## config.mk

```make
export PLATFORM = sky130hd
export DESIGN_NAME = block_pe_gen
export DESIGN_NICKNAME = d
export VERILOG_FILES = /design/src/rtl/block_pe_gen_pkg.sv /design/src/rtl/block_pe_gen_alu.sv /design/src/rtl/block_pe_gen.sv
export SDC_FILE = /design/constraint.sdc
export NUM_CORES = 2
export LEC_CHECK = 0
export ABC_AREA = 1
export BUFFER_PORTS_ARGS = -buffer_cell sky130_fd_sc_hd__buf_2
export CAP_MARGIN = 20
export CORE_ASPECT_RATIO = 0.5
export CORE_MARGIN = 2
export CORE_UTILIZATION = 30
export DETAILED_ROUTE_END_ITERATION = 8
export MAX_ROUTING_LAYER = met4
export SLEW_MARGIN = 5
export SYNTH_ARGS = -nofsm -noshare
export SYNTH_HDL_FRONTEND = slang
export SYNTH_SLANG_ARGS = --single-unit
export TNS_END_PERCENT = 30
```

## constraint.sdc

```tcl
create_clock -name clk -period 20.9 [get_ports clk]
set_input_delay 4.18 -clock clk [delete_from_list [all_inputs] [get_ports clk]]
set_output_delay 4.18 -clock clk [all_outputs]
set_load 0.02 [all_outputs]
```

## src/rtl/block_pe_gen_pkg.sv

```systemverilog
`default_nettype none
// ============================================================================
// Module      : block_pe_gen_pkg
// Description : Shared types and constants for the block_pe_gen CGRA PE.
//               Holds the ALU op encoding and helper functions that size the
//               operand selectors and lay out the serial config word.
//               The layout, from MSB to LSB, is:
//               const | acc_len | op | sel_b | sel_a
// Revision    : 1.0 - initial release
// ============================================================================
package block_pe_gen_pkg;

    localparam int OP_W = 4;

    typedef enum logic [OP_W-1:0] {
        OP_ADD  = 4'd0,
        OP_SUB  = 4'd1,
        OP_MUL  = 4'd2,
        OP_AND  = 4'd3,
        OP_OR   = 4'd4,
        OP_XOR  = 4'd5,
        OP_SHL  = 4'd6,
        OP_SHR  = 4'd7,
        OP_SLT  = 4'd8,
        OP_MAX  = 4'd9,
        OP_PASS = 4'd10,
        OP_ACC  = 4'd11
    } op_e;

    // Each selector picks from NUM_IN ports, the constant and the feedback.
    function automatic int calc_sel_w(input int num_in);
        return $clog2(num_in + 2);
    endfunction

    function automatic int calc_cfg_w(input int data_w, input int num_in, input int acc_len_w);
        return data_w + acc_len_w + OP_W + 2 * calc_sel_w(num_in);
    endfunction

    // Field offsets within the config word.
    localparam int CFG_OFF_SEL_A = 0;

    function automatic int cfg_off_sel_b(input int sel_w);
        return sel_w;
    endfunction

    function automatic int cfg_off_op(input int sel_w);
        return 2 * sel_w;
    endfunction

    function automatic int cfg_off_acc_len(input int sel_w);
        return 2 * sel_w + OP_W;
    endfunction

    function automatic int cfg_off_const(input int sel_w, input int acc_len_w);
        return 2 * sel_w + OP_W + acc_len_w;
    endfunction

endpackage
`default_nettype wire

```

## src/rtl/block_pe_gen_alu.sv

```systemverilog
`default_nettype none
// ============================================================================
// Module      : block_pe_gen_alu
// Description : Combinational multi-op ALU for the block_pe_gen PE.
//               Accumulate sequencing lives in the top; OP_ACC simply
//               forwards operand a here.
// Ports       : i_a, i_b   - operands (DATA_W)
//               i_op       - operation code (OP_W)
//               o_result   - result, modulo 2^DATA_W (DATA_W)
// Revision    : 1.0 - initial release
// ============================================================================
module block_pe_gen_alu
    import block_pe_gen_pkg::*;
#(
    parameter int DATA_W = 32
) (
    input  logic [DATA_W-1:0] i_a,
    input  logic [DATA_W-1:0] i_b,
    input  logic [OP_W-1:0]   i_op,
    output logic [DATA_W-1:0] o_result
);

    localparam int SH_W = $clog2(DATA_W);

    logic [SH_W-1:0] w_shamt;
    logic            w_lt;

    // Shift amount uses only the low bits of b, so b=33 on 32 bits shifts by 1.
    assign w_shamt = i_b[SH_W-1:0];
    assign w_lt    = $signed(i_a) < $signed(i_b);

    always_comb begin
        o_result = '0;
        case (i_op)
            OP_ADD:  o_result = i_a + i_b;
            OP_SUB:  o_result = i_a - i_b;
            OP_MUL:  o_result = i_a * i_b;
            OP_AND:  o_result = i_a & i_b;
            OP_OR:   o_result = i_a | i_b;
            OP_XOR:  o_result = i_a ^ i_b;
            OP_SHL:  o_result = i_a << w_shamt;
            OP_SHR:  o_result = i_a >> w_shamt;
            OP_SLT:  o_result = {{(DATA_W-1){1'b0}}, w_lt};
            OP_MAX:  o_result = w_lt ? i_b : i_a;
            OP_PASS: o_result = i_a;
            OP_ACC:  o_result = i_a;
            default: o_result = '0;
        endcase
    end

endmodule
`default_nettype wire

```

## src/rtl/block_pe_gen.sv

```systemverilog
`default_nettype none
// ============================================================================
// Module      : block_pe_gen
// Description : Parametrised CGRA processing element. Operand crossbar
//               (ports / constant / feedback), multi-op ALU with accumulate
//               mode, registered valid/ready output, serial config chain.
// Ports       : clk, reset (async, active-low)
//               config_en, config_in, config_out - serial config chain
//               in_data, in_valid, in_ready       - input bundle
//               out_data, out_valid, out_ready    - result
//               perf_fire_cnt, perf_stall_cnt     - performance counters
// Options     : BLOCK_PE_GEN_PERF_EN - enables the performance counters;
//               when undefined both counter ports are tied to zero.
// Revision    : 1.0 - initial release
// ============================================================================
module block_pe_gen
    import block_pe_gen_pkg::*;
#(
    parameter int DATA_W    = 32,
    parameter int NUM_IN    = 2,
    parameter int ACC_LEN_W = 8
) (
    input  logic                     clk,
    input  logic                     reset,
    input  logic                     config_en,
    input  logic                     config_in,
    output logic                     config_out,
    input  logic [NUM_IN*DATA_W-1:0] in_data,
    input  logic                     in_valid,
    output logic                     in_ready,
    output logic [DATA_W-1:0]        out_data,
    output logic                     out_valid,
    input  logic                     out_ready,
    output logic [31:0]              perf_fire_cnt,
    output logic [31:0]              perf_stall_cnt
);

    localparam int SEL_W          = calc_sel_w(NUM_IN);
    localparam int CFG_W          = calc_cfg_w(DATA_W, NUM_IN, ACC_LEN_W);
    localparam int c_off_sel_b    = cfg_off_sel_b(SEL_W);
    localparam int c_off_op       = cfg_off_op(SEL_W);
    localparam int c_off_acc_len  = cfg_off_acc_len(SEL_W);
    localparam int c_off_const    = cfg_off_const(SEL_W, ACC_LEN_W);

    logic [CFG_W-1:0]     r_cfg;
    logic [DATA_W-1:0]    r_acc;
    logic [ACC_LEN_W-1:0] r_cnt;
    logic [DATA_W-1:0]    r_out_data;
    logic                 r_out_valid;

    logic [SEL_W-1:0]     w_sel_a;
    logic [SEL_W-1:0]     w_sel_b;
    logic [OP_W-1:0]      w_op;
    logic [ACC_LEN_W-1:0] w_acc_len;
    logic [DATA_W-1:0]    w_const;
    logic [DATA_W-1:0]    w_a;
    logic [DATA_W-1:0]    w_b;
    logic [DATA_W-1:0]    w_alu;
    logic [DATA_W-1:0]    w_acc_sum;
    logic [ACC_LEN_W-1:0] w_len_eff;
    logic [ACC_LEN_W-1:0] w_cnt_next;
    logic                 w_is_acc;
    logic                 w_acc_done;
    logic                 w_fire;

    assign w_sel_a   = r_cfg[CFG_OFF_SEL_A +: SEL_W];
    assign w_sel_b   = r_cfg[c_off_sel_b   +: SEL_W];
    assign w_op      = r_cfg[c_off_op      +: OP_W];
    assign w_acc_len = r_cfg[c_off_acc_len +: ACC_LEN_W];
    assign w_const   = r_cfg[c_off_const   +: DATA_W];

    // Operand crossbar: ports, then constant, then feedback; spare codes give 0.
    function automatic logic [DATA_W-1:0] f_pick(
        input logic [SEL_W-1:0]         sel,
        input logic [NUM_IN*DATA_W-1:0] ports,
        input logic [DATA_W-1:0]        cval,
        input logic [DATA_W-1:0]        fb
    );
        logic [DATA_W-1:0] v;
        v = '0;
        for (int k = 0; k < NUM_IN; k++) begin
            if (int'(sel) == k) v = ports[k*DATA_W +: DATA_W];
        end
        if (int'(sel) == NUM_IN)     v = cval;
        if (int'(sel) == NUM_IN + 1) v = fb;
        return v;
    endfunction

    assign w_a = f_pick(w_sel_a, in_data, w_const, r_out_data);
    assign w_b = f_pick(w_sel_b, in_data, w_const, r_out_data);

    block_pe_gen_alu #(
        .DATA_W (DATA_W)
    ) u_alu (
        .i_a      (w_a),
        .i_b      (w_b),
        .i_op     (w_op),
        .o_result (w_alu)
    );

    assign in_ready   = !config_en && (!r_out_valid || out_ready);
    assign w_fire     = in_valid && in_ready;
    assign config_out = r_cfg[CFG_W-1];
    assign out_data   = r_out_data;
    assign out_valid  = r_out_valid;

    // A zero length behaves as one beat, i.e. a plain pass-through.
    assign w_is_acc   = (w_op == OP_ACC);
    assign w_len_eff  = (w_acc_len == '0) ? {{(ACC_LEN_W-1){1'b0}}, 1'b1} : w_acc_len;
    assign w_cnt_next = r_cnt + 1'b1;
    assign w_acc_done = (w_cnt_next == w_len_eff);
    assign w_acc_sum  = r_acc + w_a;

    always_ff @(posedge clk or negedge reset) begin
        if (!reset) begin
            r_cfg       <= '0;
            r_acc       <= '0;
            r_cnt       <= '0;
            r_out_data  <= '0;
            r_out_valid <= 1'b0;
        end else if (config_en) begin
            // Datapath frozen while shifting; a pending result may still drain.
            r_cfg <= {r_cfg[CFG_W-2:0], config_in};
            r_acc <= '0;
            r_cnt <= '0;
            if (r_out_valid && out_ready) r_out_valid <= 1'b0;
        end else if (w_fire) begin
            if (w_is_acc) begin
                if (w_acc_done) begin
                    r_out_data  <= w_acc_sum;
                    r_out_valid <= 1'b1;
                    r_acc       <= '0;
                    r_cnt       <= '0;
                end else begin
                    r_acc <= w_acc_sum;
                    r_cnt <= w_cnt_next;
                    // Fire implies any pending result is being consumed now.
                    if (r_out_valid && out_ready) r_out_valid <= 1'b0;
                end
            end else begin
                r_out_data  <= w_alu;
                r_out_valid <= 1'b1;
            end
        end else if (r_out_valid && out_ready) begin
            r_out_valid <= 1'b0;
        end
    end

`ifdef BLOCK_PE_GEN_PERF_EN
    logic [31:0] r_perf_fire;
    logic [31:0] r_perf_stall;

    always_ff @(posedge clk or negedge reset) begin
        if (!reset) begin
            r_perf_fire  <= '0;
            r_perf_stall <= '0;
        end else begin
            if (w_fire)                    r_perf_fire  <= r_perf_fire + 32'd1;
            if (r_out_valid && !out_ready) r_perf_stall <= r_perf_stall + 32'd1;
        end
    end

    assign perf_fire_cnt  = r_perf_fire;
    assign perf_stall_cnt = r_perf_stall;
`else
    assign perf_fire_cnt  = '0;
    assign perf_stall_cnt = '0;
`endif

endmodule
`default_nettype wire
```

# After elaboration in Yosys (flattened, before gate mapping)
# Cells that the tools add are included.
# word_totals
regBits	121
input_bits	70
output_inout_bits	99
wordCells	76
# op_classes
n_addsub	4
mul	1
n_lt_le_gt_ge	1
n_eq_ne	19
shift	2
n_mux	26
bitwise_logic	4
n_reduce_logical	14
# op_table
operator	count
$mux 32	15
$pmux 32 s11	1
$add 32x32->32	2
$mux 8	5
$and 32x32->32	1
$lt 32x32->1	1
$mul 32x32->32	1
$or 32x32->32	1
$shl 32x5->32	1
$shr 32x5->32	1
$sub 32x32->32	1
$xor 32x32->32	1
$eq 4x3->1 const B	4
$eq 4x4->1 const B	4
$add 8x1->8 const B	1
$eq 2x2->1 const B	4
$eq 4x2->1 const B	2
$eq 8x8->1	1
$logic_not 8->1	1
$mux 1	5
$eq 2x1->1 const B	2
$eq 4x1->1 const B	1
$logic_not 2->1	2
$logic_not 4->1	1
8 further kinds	12

# Depth between registers and ports, before layout
# depth
depth_word	10
ltp_mapped	43
ltp_nobuf	39

# Hierarchy
# From an unflattened synthesis, not the netlist that was laid out.
# unflattened
cells_unflattened	5615
area_unflattened_um2	35858.1
# modules_own_cells
module	n_inst	cells_per_inst	area_each_um2
block_pe_gen_alu	1	4077	26043.7
block_pe_gen	1	1538	9814.4

# Worst setup path after synthesis
# Ideal clock, no wire load.
# synth_timing
path_type	in2reg
startpoint	input in_data[34]
endpoint	register r_out_data[29], in the netlist out_data[29]
setup_ns	0.113
t_arrival_ns	11.154
slack_ns	9.633
path_stages	34
cell_sequence	nand2_1 nand2_1 nand3_1 nand2_1 buf_2 buf_2 buf_1 buf_1 nand2_1 inv_1 fa_1 fa_1 fa_1 inv_1 fa_1 inv_1 fa_1 fa_1 fa_1 fa_1 ha_1 nand2_1 nor4_1 nand3b_1 o211ai_1 nand3_1 nand2_1 nand2_1 a21oi_1 o21ai_0 nor2_1 nand3_1 nand2_1 inv_1
# synth_between
elab_chain_cells	7
word_cells_on_any_way	17
cone_classes	add/sub (3); mul (1); order compare (1); shift (2); mux (10)
# synth_rtl
item	line	source
start: declaration	block_pe_gen.sv:28	input logic [NUM_IN*DATA_W-1:0] in_data,
parallel branches: the longest is 6 deep, another holds $mul 32x32->32	n/a	
$mux 32 (*)	block_pe_gen.sv:128	if (w_is_acc) begin
end signal: assignment	block_pe_gen.sv:130	r_out_data <= w_acc_sum;
end signal: assignment	block_pe_gen.sv:141	r_out_data <= w_alu;
end: declaration	block_pe_gen.sv:48	logic [DATA_W-1:0] r_out_data;
# Every way passes the cells marked *. The select of a mux whose other input is x is not followed.
# A chain may end at the register's enable or synchronous reset.

# Worst setup path in the final report
# layout_timing
startpoint	input in_data[5]
endpoint	register r_out_data[27], in the netlist out_data[27]
# layout_between
elab_chain_cells	8
word_cells_on_any_way	19
cone_classes	add/sub (3); mul (1); order compare (1); shift (2); mux (12)
# layout_rtl
item	line
parallel branches: the longest is 7 deep, another holds $mul 32x32->32	n/a
$mux 32 (*)	block_pe_gen.sv:128
# Marks and branches as above.

==> impl_metrics.toml <==
[cts]
cts_root_buf = "clkbuf_16"
htree_levels = 4
cts.repair.resized = 0
max-clock-path-buffers = 2
cts_buffers = 17
ctsHoldBuffers = 0
cts_tree = "done"
clock-sinks = 121
postCtsSetupBuffers = 0
clk_latency_ns = 0.47
clk_pin_slew_ns = 0.07

[worst_setup_path]
crit_top_cell = "fa_1"
critPathRequiredTime_ns = 21.25
path_max_fanout = 21
slowest_stage = "inv_1"
crit_type = "in2reg"
critPathArrivalTime_ns = 13.16
worst_setup_path_end_kind = "register"
max_stage_delay_ns = 0.83
start_kind = "input pin"

[place]
io_buffers = 104
gp_congestion = 1.13
placed_area_um2 = 35300
dp_hpwl_mm = 135

[route]
via_count = 35702
post-route-drc-count = 0
postRouteAntennaNets = 0
wl_per_cell_um = 26.4
vias_per_cell = 5.49
detailedRoute.firstPassIterationCount = 6
postRouteWirelength_mm = 172
drt-initial-drc-count = 4854

[timing]
setup_viol = 0
worst_slew_pin_slew_ns = 1.20
rsz0062_at_grt = "false"
min_period_ns = 12.81
min_period_over_period = 0.613
tns_ns = 0
hold_viol = 0
maxSlewViolCount = 0
slew_headroom = 0.189
max_freq_mhz = 78.1
clock_skew_ns = 0.0169

[floorplanning]
die-area_um2 = 115000
rows = 86
start_util = 0.304
ios = 169
core_um2 = 111000
fp.dieW_um = 478
dieHeight_um = 241

[global_route]
grt.overflow.total = 0
grt_pass1_vias = 33537
grt_pass1_wl_mm = 245
track_usage = 0.303
antenna_found_initial = 12
grt_max_degree = 90

[min_path]
min_path_type = "reg2reg"

[finish]
final_util = 0.325
final_cell_area_um2 = 36000
final_nets = 5710
drive_gt1_frac = 0.0721
fillers = 12159
syn_to_final_growth_pct = 6.90

[synthesis]
ys_seq_area_frac = 0.0900
async_flop_share = 1.00
synth_top_area_cell = "fa_1"
yosys-top-cells-area = "fa_1 24%, nand2_1 13%, ha_1 9.4%"
synth.top_cell.area_share = 0.245
synth-main-ff-cell = "dfrtp_1"
synthTopCellsByCount = "1167 x nand2_1, 813 x inv_1, 523 x nor2_1"
synth_area_um2 = 33700
yosysMostFrequentCell = "nand2_1"
synth_edf_count = 0
synth_seq_cells = 121
synthCells = 5007
synth.avg_cell_area_um2 = 6.72
synth_cell_types = 69
ys_warn_count = 0

[outcome]
status = "finished clean"

[run]
cap_viol_max_count = 0
==> sequential cells by signal, summed over array words and instances, names as in the netlist <==
signal     cells
out_data      32
out_valid      1
r_acc         32
r_cfg         48
r_cnt          8
==> kinds of logic after synthesis <==
| logic type | share of synthesized area |
|---|---|
| buffers and inverters | 0.146 |
| AO/OA/AOI/OAI | 0.149 |
| multiplexers | 0.00149 |
| XOR/XNOR | 0.0148 |
| AND/OR/NAND/NOR | 0.261 |
| flip-flops | 0.0900 |
| adder cells (fa/ha/maj) | 0.338 |
| other | 0.000111 |
==> final timing paths <==
kind	start	endpoint	slack [ns]	depth (start not counted)
setup / recovery	in_data[5]	out_data[27]	8.09	32
hold / removal	r_cfg[13]	r_cfg[14]	0.48	2
setup reg to reg	r_cfg[0]	out_data[27]	10.24	31
hold reg to reg	r_cfg[13]	r_cfg[14]	0.48	2
max in group asynchronous	reset	r_acc[9]	16.19	2
min in group asynchronous	reset	r_cfg[23]	3.62	1
==> per-layer routing <==
metal / vias to the layer above / track usage / part of all wire
li1: 15585 / - / -
met1: 17357 / 0.403 / 0.42
met2: 2366 / 0.422 / 0.40
met3: 394 / 0.0930 / 0.13
met4: 0 / 0.130 / 0.051
met5: - / - / 0
==> layout by cell type, fill, tap and decap left out, types with 103 or more instances in the layout <==
master / netlist / routed
nand2_1: 1167 / 1166
a21oi_1: 270 / 269
inv_1: 813 / 813
o21ai_0: 306 / 304
dfrtp_1: 121 / 121
nand3_1: 251 / 251
buf_2: 56 / 103
fa_1: 411 / 411
ha_1: 252 / 252
nor2_1: 523 / 521
==> worst max-delay path: cells and delay by family <==
kind                     cells  cell delay, ns
AO/OA/AOI/OAI                5            1.43
AND/OR/NAND/NOR             11            1.91
adder cells (fa/ha/maj)      9            4.17
buffers and inverters        7            1.45
==> layout make-up <==
class                   instances  area [um^2]  area share
inverters                     862         3240      0.0901
repair buffers                190         1190      0.0330
diodes                         15         37.5     0.00104
flip-flops and latches        121         3030      0.0842
multi-input cells            3785        26000       0.723
clock inverters                15          175     0.00487
well taps                    1496         1870      0.0520
clock buffers                  17          425      0.0118
==> metrics by stage <==
step / cells / hold slack (ns) / worst slack, ns
final: 6501 / 0.480 / 8.09
after global routing: 6496 / 0.521 / 7.78
after CTS: 6484 / 0.486 / 8.24
after detailed placement: 6452 / 0.477 / 7.80
after global placement: 6452 / 0.464 / 7.89
after floorplan: 5070 / 0.450 / 9.63
Power is left out: the tool's default activity adds up to more than one toggle a clock period on the data nets, which glitch-free logic cannot reach.
